$ cat config.mk
export PLATFORM = sky130hd
export DESIGN_NAME = fir_coef_store
export DESIGN_NICKNAME = d
export VERILOG_FILES = /design/src/rtl/fir_coef_store.sv
export SDC_FILE = /design/constraint.sdc
export NUM_CORES = 1
export LEC_CHECK = 0
export BUFFER_PORTS_ARGS = -buffer_cell sky130_fd_sc_hd__buf_2
export CAP_MARGIN = 5
export CORE_MARGIN = 1
export CORE_UTILIZATION = 30
export CTS_CLUSTER_SIZE = 12
export DETAILED_ROUTE_END_ITERATION = 8
export PLACE_DENSITY = 0.52
export SLEW_MARGIN = 20
export SYNTH_ARGS = -nofsm -noshare
export SYNTH_HDL_FRONTEND = slang
export SYNTH_SLANG_ARGS = --single-unit
$ cat constraint.sdc
create_clock -name clk -period 8.89 [get_ports clk]
set_input_delay 1.778 -clock clk [delete_from_list [all_inputs] [get_ports clk]]
set_output_delay 1.778 -clock clk [all_outputs]
set_load 0.02 [all_outputs]
$ cat src/rtl/fir_coef_store.sv
// fir_coef_store: run-time loadable signed-magnitude coefficient store that
// streams one NTAPS-word tap set per start over a valid/ready handshake.
// Optional macro FIR_COEF_SYMMETRIC_EN: linear-phase mode, NTAPS/2 stored
// words per set with the second half of the burst read back mirrored.
module fir_coef_store #(
  parameter int unsigned DW    = 8,
  parameter int unsigned DEPTH = 32,
  parameter int unsigned AW    = 5,
  parameter int unsigned NTAPS = 16
) (
  input  logic          clk,
  input  logic          rst_n,
  input  logic          cs,
  input  logic          wr_en,
  input  logic [AW-1:0] wr_addr,
  input  logic [DW-1:0] wr_data,
  input  logic          start,
  input  logic [AW-1:0] base,
  output logic [DW-1:0] coef_data,
  output logic          coef_valid,
  input  logic          coef_ready,
  output logic          coef_last,
  output logic          busy,
  output logic          start_err
);

  localparam int unsigned TW   = (NTAPS > 1) ? $clog2(NTAPS) : 1;
  localparam int unsigned HALF = NTAPS / 2;

  typedef enum logic [1:0] {ST_IDLE, ST_FETCH, ST_HOLD} state_e;

  state_e            state_q, state_d;
  logic [TW-1:0]     tap_q, tap_d;
  logic [AW-1:0]     base_q, base_d;
  logic [DW-1:0]     coef_data_q, coef_data_d;
  logic              coef_valid_q, coef_valid_d;
  logic              coef_last_q, coef_last_d;
  logic              busy_q, busy_d;
  logic              start_err_q, start_err_d;
  logic [DEPTH-1:0]  written_q, written_d;
  logic [DW-1:0]     mem_q [DEPTH];

  logic [TW-1:0]     fetch_tap_c;
  logic [TW-1:0]     fetch_off_c;
  logic [AW-1:0]     fetch_addr_c;
  logic [DW-1:0]     rd_data_c;
  logic              last_tap_c;

  // Fetch address: in HOLD the next tap is fetched on the transfer edge.
  always_comb begin
    fetch_tap_c = (state_q == ST_HOLD) ? (tap_q + TW'(1)) : tap_q;
`ifdef FIR_COEF_SYMMETRIC_EN
    fetch_off_c = (fetch_tap_c < TW'(HALF)) ? fetch_tap_c
                                            : (TW'(NTAPS - 1) - fetch_tap_c);
`else
    fetch_off_c = fetch_tap_c;
`endif
    fetch_addr_c = base_q + AW'(fetch_off_c);
    rd_data_c    = written_q[fetch_addr_c] ? mem_q[fetch_addr_c] : '0;
    last_tap_c   = (fetch_tap_c == TW'(NTAPS - 1));
  end

  // Written flags: a never-written word reads as zero.
  always_comb begin
    written_d = written_q;
    if (wr_en) begin
      written_d[wr_addr] = 1'b1;
    end
  end

  // Coefficient array; not reset, the written flags mask stale contents.
  always_ff @(posedge clk) begin
    if (wr_en) begin
      mem_q[wr_addr] <= wr_data;
    end
  end

  // Burst FSM next-state and output logic.
  always_comb begin
    state_d      = state_q;
    tap_d        = tap_q;
    base_d       = base_q;
    coef_data_d  = coef_data_q;
    coef_valid_d = coef_valid_q;
    coef_last_d  = coef_last_q;
    busy_d       = busy_q;
    start_err_d  = start && cs && busy_q;

    case (state_q)
      ST_IDLE: begin
        if (start && cs) begin
          base_d  = base;
          tap_d   = '0;
          busy_d  = 1'b1;
          state_d = ST_FETCH;
        end
      end
      ST_FETCH: begin
        if (cs) begin
          coef_data_d  = rd_data_c;
          coef_valid_d = 1'b1;
          coef_last_d  = last_tap_c;
          state_d      = ST_HOLD;
        end
      end
      ST_HOLD: begin
        if (coef_valid_q && coef_ready) begin
          if (coef_last_q) begin
            coef_valid_d = 1'b0;
            coef_last_d  = 1'b0;
            busy_d       = 1'b0;
            state_d      = ST_IDLE;
          end else begin
            tap_d = tap_q + TW'(1);
            if (cs) begin
              coef_data_d  = rd_data_c;
              coef_valid_d = 1'b1;
              coef_last_d  = last_tap_c;
            end else begin
              coef_valid_d = 1'b0;
              coef_last_d  = 1'b0;
              state_d      = ST_FETCH;
            end
          end
        end
      end
      default: begin
        state_d = ST_IDLE;
      end
    endcase
  end

  // State and output registers.
  always_ff @(posedge clk or negedge rst_n) begin
    if (!rst_n) begin
      state_q      <= ST_IDLE;
      tap_q        <= '0;
      base_q       <= '0;
      coef_data_q  <= '0;
      coef_valid_q <= 1'b0;
      coef_last_q  <= 1'b0;
      busy_q       <= 1'b0;
      start_err_q  <= 1'b0;
      written_q    <= '0;
    end else begin
      state_q      <= state_d;
      tap_q        <= tap_d;
      base_q       <= base_d;
      coef_data_q  <= coef_data_d;
      coef_valid_q <= coef_valid_d;
      coef_last_q  <= coef_last_d;
      busy_q       <= busy_d;
      start_err_q  <= start_err_d;
      written_q    <= written_d;
    end
  end

  assign coef_data  = coef_data_q;
  assign coef_valid = coef_valid_q;
  assign coef_last  = coef_last_q;
  assign busy       = busy_q;
  assign start_err  = start_err_q;

endmodule

==> key figures, run 1 <==
Setup path
  • R2R Setup Slk: 4.07 ns
  • WP data required: 9.24 ns
  • R2R cell count: 13
  • CP Cell Sequence: nand2b_1 -> inv_1 -> ha_1 -> inv_1 -> ha_4 -> fa_4 -> buf_4 -> mux4_2 -> nand2_1 -> a211oi_1 -> o211a_1 -> a211oi_2 -> o31ai_1
  • Max stage delay cell, worst path: fa_4
  • Worst reg2reg path startpoint: state_q[0]
  • Max FO, Critical Path: 37
  • Max stage delay on crit path: 1.20 ns
  • Critical path class: flip-flop to flip-flop
  • Crit path DAT: 5.17 ns
  • CP most frequent cell: inv_1
  • Nature of the critical path endpoint: flip-flop
  • Capturing point of the worst reg2reg path: coef_data[1]
  • Crit start category: flip-flop

Clock tree
  • # resized after CTS: 0
  • CTS Root Cell: clkbuf_16
  • CTS H-Tree Depth: 2
  • Clock sinks: 311
  • CTS Buffer Depth: 3
  • Clk_lat worst skew: 0.50 ns
  • Hold-fix buffers, CTS: 0
  • Clock Pin Slew Worst Setup and Hold Paths: 0.06 ns
  • CTS tree: built
  • Setup Buffers After CTS: 0
  • CTS Buf Count: 34

GRT
  • Pin count of the biggest net entering global routing: 56
  • Gr usage total: 13.6%
  • Initial antenna violation count: 0
  • Number of global-route vias before repair: 6430
  • First-pass GRT wire length: 41500 um
  • Grt total ovfl: 0

Yosys
  • Post-synth top area share: 61.7%
  • Yosys warning count: 0
  • Synth area leaders: edfxtp_1 62%, mux4_2 13%, dfrtp_1 11%
  • Synthesized flop and latch total: 311
  • Register area share after synthesis: 72.8%
  • Leading area contributor after synthesis: edfxtp_1
  • Syn Area/Cell: 19.3 um^2
  • FFs w/ async S/R, synth: 17.7%
  • Yosys cell types: 43
  • EDFF count, synth: 256
  • Syn Nets: 676
  • Cells after Synth: 645
  • Synth Cell Area: 0.0125 mm^2
  • Ys flop type: edfxtp_1

Placed design
  • Gpl congestion: 0.818
  • Port bufs: 35
  • Detail Placement HPWL: 16400 um
  • Dpl cells: 1193

STA
  • Final setup fails: 0
  • Worst slew pin tran: 1.09 ns
  • Crit path time final: 4.82 ns
  • Relative slew slack: 27.2%
  • RSZ-0062 raised after global routing: false
  • Final period util: 54.2%
  • Worst clock skew: 0.0167 ns
  • Max frequency: 208 MHz
  • Fin. max-slew vios: 0
  • Fin. Hold Viols: 0
  • Setup TNS: 0 ns
  • Hold_ws: 0.466 ns

Final layout
  • Diodes inserted: 0
  • Filler Cell Count: 3852
  • Commonest cells after routing, fill and taps aside: 256 x edfxtp_1, 72 x mux4_2, 55 x dfrtp_1, 40 x nor2_1, 37 x mux2_2
  • Area growth syn-to-layout: 14.6%
  • Footprint of the multi-input gates: 0.00324 mm^2
  • Commonest non-fill, non-tap cell in the layout: edfxtp_1
  • Share of cells above drive strength 1: 32.8%
  • Layout Nets: 728
  • Post-Layout Cell Count: 1254
  • Sequential Area: 0.00906 mm^2

Flow run
  • Number of max-cap violations: 0

Power and ir drop
  • Tot Pwr: 5.58 mW
  • PD cells: 391 mW/mm^2
  • VDD IR max: 0.000273 V
  • Leak: 4.76 nW

Worst hold path
  • Hold EP: written_q[19]
  • Hold path startpoint: written_q[19]
  • Min-delay worst type: flip-flop to flip-flop
  • Worst hold path depth: 1

Floorplan
  • Die Wd: 206 um
  • Die ar.: 0.0423 mm^2
  • Io pins: 36
  • Rows: 74
  • Core area: 0.0409 mm^2
  • Starting Density: 30.4%
  • Die height: 206 um

Routing
  • Router iterations before antenna repair: 5
  • DR WL/cell: 22.0 um
  • Residual DRC: 0
  • Routed WL: 27600 um
  • Via count: 6059
  • Violation count after the first detailed-route iteration: 514
  • Vias/cell: 4.83
  • Antenna Nets Post-Route: 0

Status
  • Outcome: completed
-- through the flow --
step           worst slack (ns)  utilization (%)  cell area (um^2)
2_1_floorplan              5.49                -             12500
3_3_place_gp               4.11             32.2             13200
3_5_place_dp               4.04             32.2             13200
4_1_cts                    4.03             34.8             14300
5_1_grt                    3.74             34.9             14300
6_report                   4.07             34.9             14300
-- worst max path at each step --
stage / start / end / depth (start not counted)
finish: state_q[0] / coef_data[1] / 13
detailed placement: state_q[0] / coef_data[1] / 13
global route: state_q[0] / coef_data[4] / 13
CTS: state_q[0] / coef_data[1] / 13
global placement: state_q[0] / coef_data[1] / 13
floorplan: state_q[0] / coef_data[7] / 14
-- per-layer routing --
| metal | wire length, um | track usage [%] |
|---|---|---|
| met1 | 13800 | 20.3 |
| met4 | 609 | 4.21 |
| met5 | 0 | 0 |
| met3 | 1080 | 2.44 |
| met2 | 12100 | 19.9 |
-- state kept, by name, indices dropped and copies added, names as in the netlist --
signal      flops
base_q          5
state_q         2
mem_q         256
written_q      32
tap_q           4
coef_last       1
busy            1
start_err       1
coef_valid      1
coef_data       8
-- power by group --
part,internal (mW),switching [mW],total (mW)
combinational,1.25,1.27,2.52
clock,0.812,0.540,1.35
sequential,1.66,0.0497,1.71
total,3.72,1.86,5.58
-- critical path, delay by kind of cell (launching register included) --
kind            cells  cell delay [ns]
simple gates        2             0.40
compound gates      4             0.92
fa+ha+maj           3             1.70
flops               1             0.39
buf+inv             3             0.82
mux                 1             0.40
-- cells by family after synthesis --
logic type | after synthesis | synth area share [%]
DFF | 311 | 72.8
adders and majority gates | 7 | 0.764
xor gates and xnor gates | 5 | 0.503
and+or+nand+nor | 133 | 5.22
buffers and inverters | 28 | 1.38
muxes | 111 | 16.6
AOI/OAI and AO/OA | 50 | 2.79
-- synthesized netlist by cell type, types with 2 or more instances --
| library cell | instances |
|---|---|
| edfxtp_1 | 256 |
| mux4_2 | 72 |
| dfrtp_1 | 55 |
| nor2_1 | 42 |
| mux2_2 | 37 |
| nand2_1 | 35 |
| or2_2 | 32 |
| o22ai_1 | 16 |
| buf_2 | 11 |
| o31ai_1 | 9 |
| nand3_1 | 7 |
| ha_1 | 6 |
| buf_6 | 5 |
| nand3b_1 | 5 |
| o21ai_0 | 5 |
| a21oi_1 | 4 |
| buf_4 | 4 |
| inv_1 | 4 |
| clkbuf_1 | 3 |
| o21ai_1 | 3 |
| or3b_2 | 3 |
| a21o_1 | 2 |
| a22o_1 | 2 |
| a22oi_1 | 2 |
| and3_1 | 2 |
| mux2_1 | 2 |
| nor3_1 | 2 |
| nor3_2 | 2 |
| xnor2_1 | 2 |
| xor2_1 | 2 |
-- layout make-up --
type | count | share of cell area, %
multi-input combinational | 306 | 22.7
clock inverter | 8 | 0.658
sequential | 311 | 63.5
clock buffer | 53 | 6.82
tap | 532 | 4.67
inverter | 4 | 0.105
timing repair buffer | 40 | 1.49
(Power assumes the default switching activity.)
==> inputs of run 2 (changes only) <==
- PLACE_DENSITY: 0.52 -> 0.54
- clock period: 8.89 -> 4 ns (I/O delays scaled with it)
==> key figures, run 2 (same netlist as run 1, synthesis figures left out) <==
Power and ir drop
  • PD cells: 872 mW/mm^2
  • Tot Pwr: 12.6 mW
  • VDD IR max: 0.000464 V
  • Leak: 4.91 nW

Clock tree
  • Clock sinks: 311
  • Setup Buffers After CTS: 0
  • Clock Pin Slew Worst Setup and Hold Paths: 0.06 ns
  • CTS tree: built
  • Hold-fix buffers, CTS: 0
  • Clk_lat worst skew: 0.52 ns
  • # resized after CTS: 0
  • CTS Buf Count: 35
  • CTS Buffer Depth: 3
  • CTS Root Cell: clkbuf_16
  • CTS H-Tree Depth: 2

Flow run
  • Number of max-cap violations: 0

STA
  • Setup TNS: 0 ns
  • Final period util: 92.7%
  • RSZ-0062 raised after global routing: false
  • Max frequency: 270 MHz
  • Relative slew slack: 37.7%
  • Worst clock skew: 0.0148 ns
  • Fin. max-slew vios: 0
  • Fin. Hold Viols: 0
  • Final setup margin: 0.293 ns
  • Final setup fails: 0
  • Crit path time final: 3.71 ns
  • Worst slew pin tran: 0.932 ns

Routing
  • DR WL/cell: 21.5 um
  • Routed WL: 27500 um
  • WL met1: 13400 um
  • Vias/cell: 4.82
  • Met2 WL: 12000 um
  • WL met3: 1450 um
  • Residual DRC: 0
  • Antenna Nets Post-Route: 0
  • Top sig layer: met4
  • Via count: 6170
  • Router iterations before antenna repair: 5
  • Violation count after the first detailed-route iteration: 498

GRT
  • First-pass GRT wire length: 41600 um
  • Pin count of the biggest net entering global routing: 46
  • Gr usage total: 13.5%
  • Number of global-route vias before repair: 6319
  • Grt total ovfl: 0
  • Initial antenna violation count: 0

Final layout
  • Commonest non-fill, non-tap cell in the layout: edfxtp_1
  • Final Util: 35.4%
  • Commonest cells after routing, fill and taps aside: 256 x edfxtp_1, 72 x mux4_2, 55 x dfrtp_1, 42 x nor2_1, 37 x mux2_2
  • Share of cells above drive strength 1: 35.0%
  • Area growth syn-to-layout: 16.4%
  • Max reg flops: 256
  • Reg with most FFs: mem_q
  • Diodes inserted: 0
  • Layout Nets: 755
  • Post-Layout Cell Count: 1281

Floorplan
  • Die ar.: 0.0423 mm^2
  • Io pins: 36
  • Die Wd: 206 um
  • Starting Density: 30.4%
  • Rows: 74
  • Core area: 0.0409 mm^2
  • Die height: 206 um

Setup path
  • R2R cell count: 13
  • Crit path DAT: 4.08 ns
  • CP most frequent cell: inv_1
  • CP Cell Sequence: nand2b_1 -> inv_1 -> ha_1 -> inv_1 -> ha_4 -> fa_4 -> buf_12 -> mux4_2 -> nand2_1 -> a211oi_1 -> o211a_1 -> a211oi_2 -> o31ai_1
  • Max stage delay cell, worst path: fa_4
  • R2R Setup Slk: 0.29 ns
  • Family with the most delay on the worst path: adder cells
  • Max stage delay on crit path: 0.84 ns
  • WP data required: 4.37 ns
  • Critical path class: flip-flop to flip-flop
  • Nature of the critical path endpoint: flip-flop
  • Bufs and invs on worst path: 3
  • CP Depth: 13
  • Worst reg2reg path startpoint: state_q[0]
  • Max FO, Critical Path: 18
  • Crit start category: flip-flop
  • Capturing point of the worst reg2reg path: coef_data[4]

Placed design
  • Dpl cells: 1219
  • Port bufs: 35
  • Gpl congestion: 0.837
  • Pre-CTS WS: 0.302 ns
  • Detail Placement HPWL: 17600 um

Status
  • Outcome: completed

Worst hold path
  • Min-delay worst type: input pin to asynchronous set/reset pin
[run 2: cell count changes in the layout (fill, tap and decap cells not counted), moves of 2 or more]
cell	previous run	this run
buf_12	0	4
buf_4	5	28
bufinv_16	2	0
nor2_1	40	42
nor2_2	2	0
[run 2: final cells by class]
type / instances / area (um^2)
clock inverters: 10 / 66.3
flip-flops and latches: 311 / 9060
well taps: 532 / 666
multi-input cells: 306 / 3240
fillers: 3819 / 26400
clock buffers: 52 / 981
inverters: 4 / 15.0
repair buffers: 66 / 460
[run 2: how the worst max path moves through the flow]
stage | to | start
after global placement | coef_data[6] | state_q[0]
after detailed placement | coef_data[3] | state_q[0]
after CTS | coef_data[3] | state_q[0]
after floorplan | coef_data[7] | state_q[0]
final | coef_data[4] | state_q[0]
after global routing | coef_data[0] | state_q[0]
[run 2: per-layer routing]
layer | track usage [%] | up-vias
li1 | - | 2740
met1 | 20.1 | 3220
met2 | 19.5 | 173
met3 | 2.83 | 37
met4 | 4.60 | 0
met5 | 0 | -
[run 2: where the power goes]
group	switching, mW	internal, mW
registers	0.132	3.69
logic	2.89	2.99
clock network	1.23	1.70
total	4.24	8.39
[run 2: metrics by stage]
stage	hold WS, ns	area [um^2]
global placement	0.447	13400
floorplan	0.434	12500
CTS	0.466	14500
finish	0.287	14500
global route	0.327	14500
detailed placement	0.451	13400
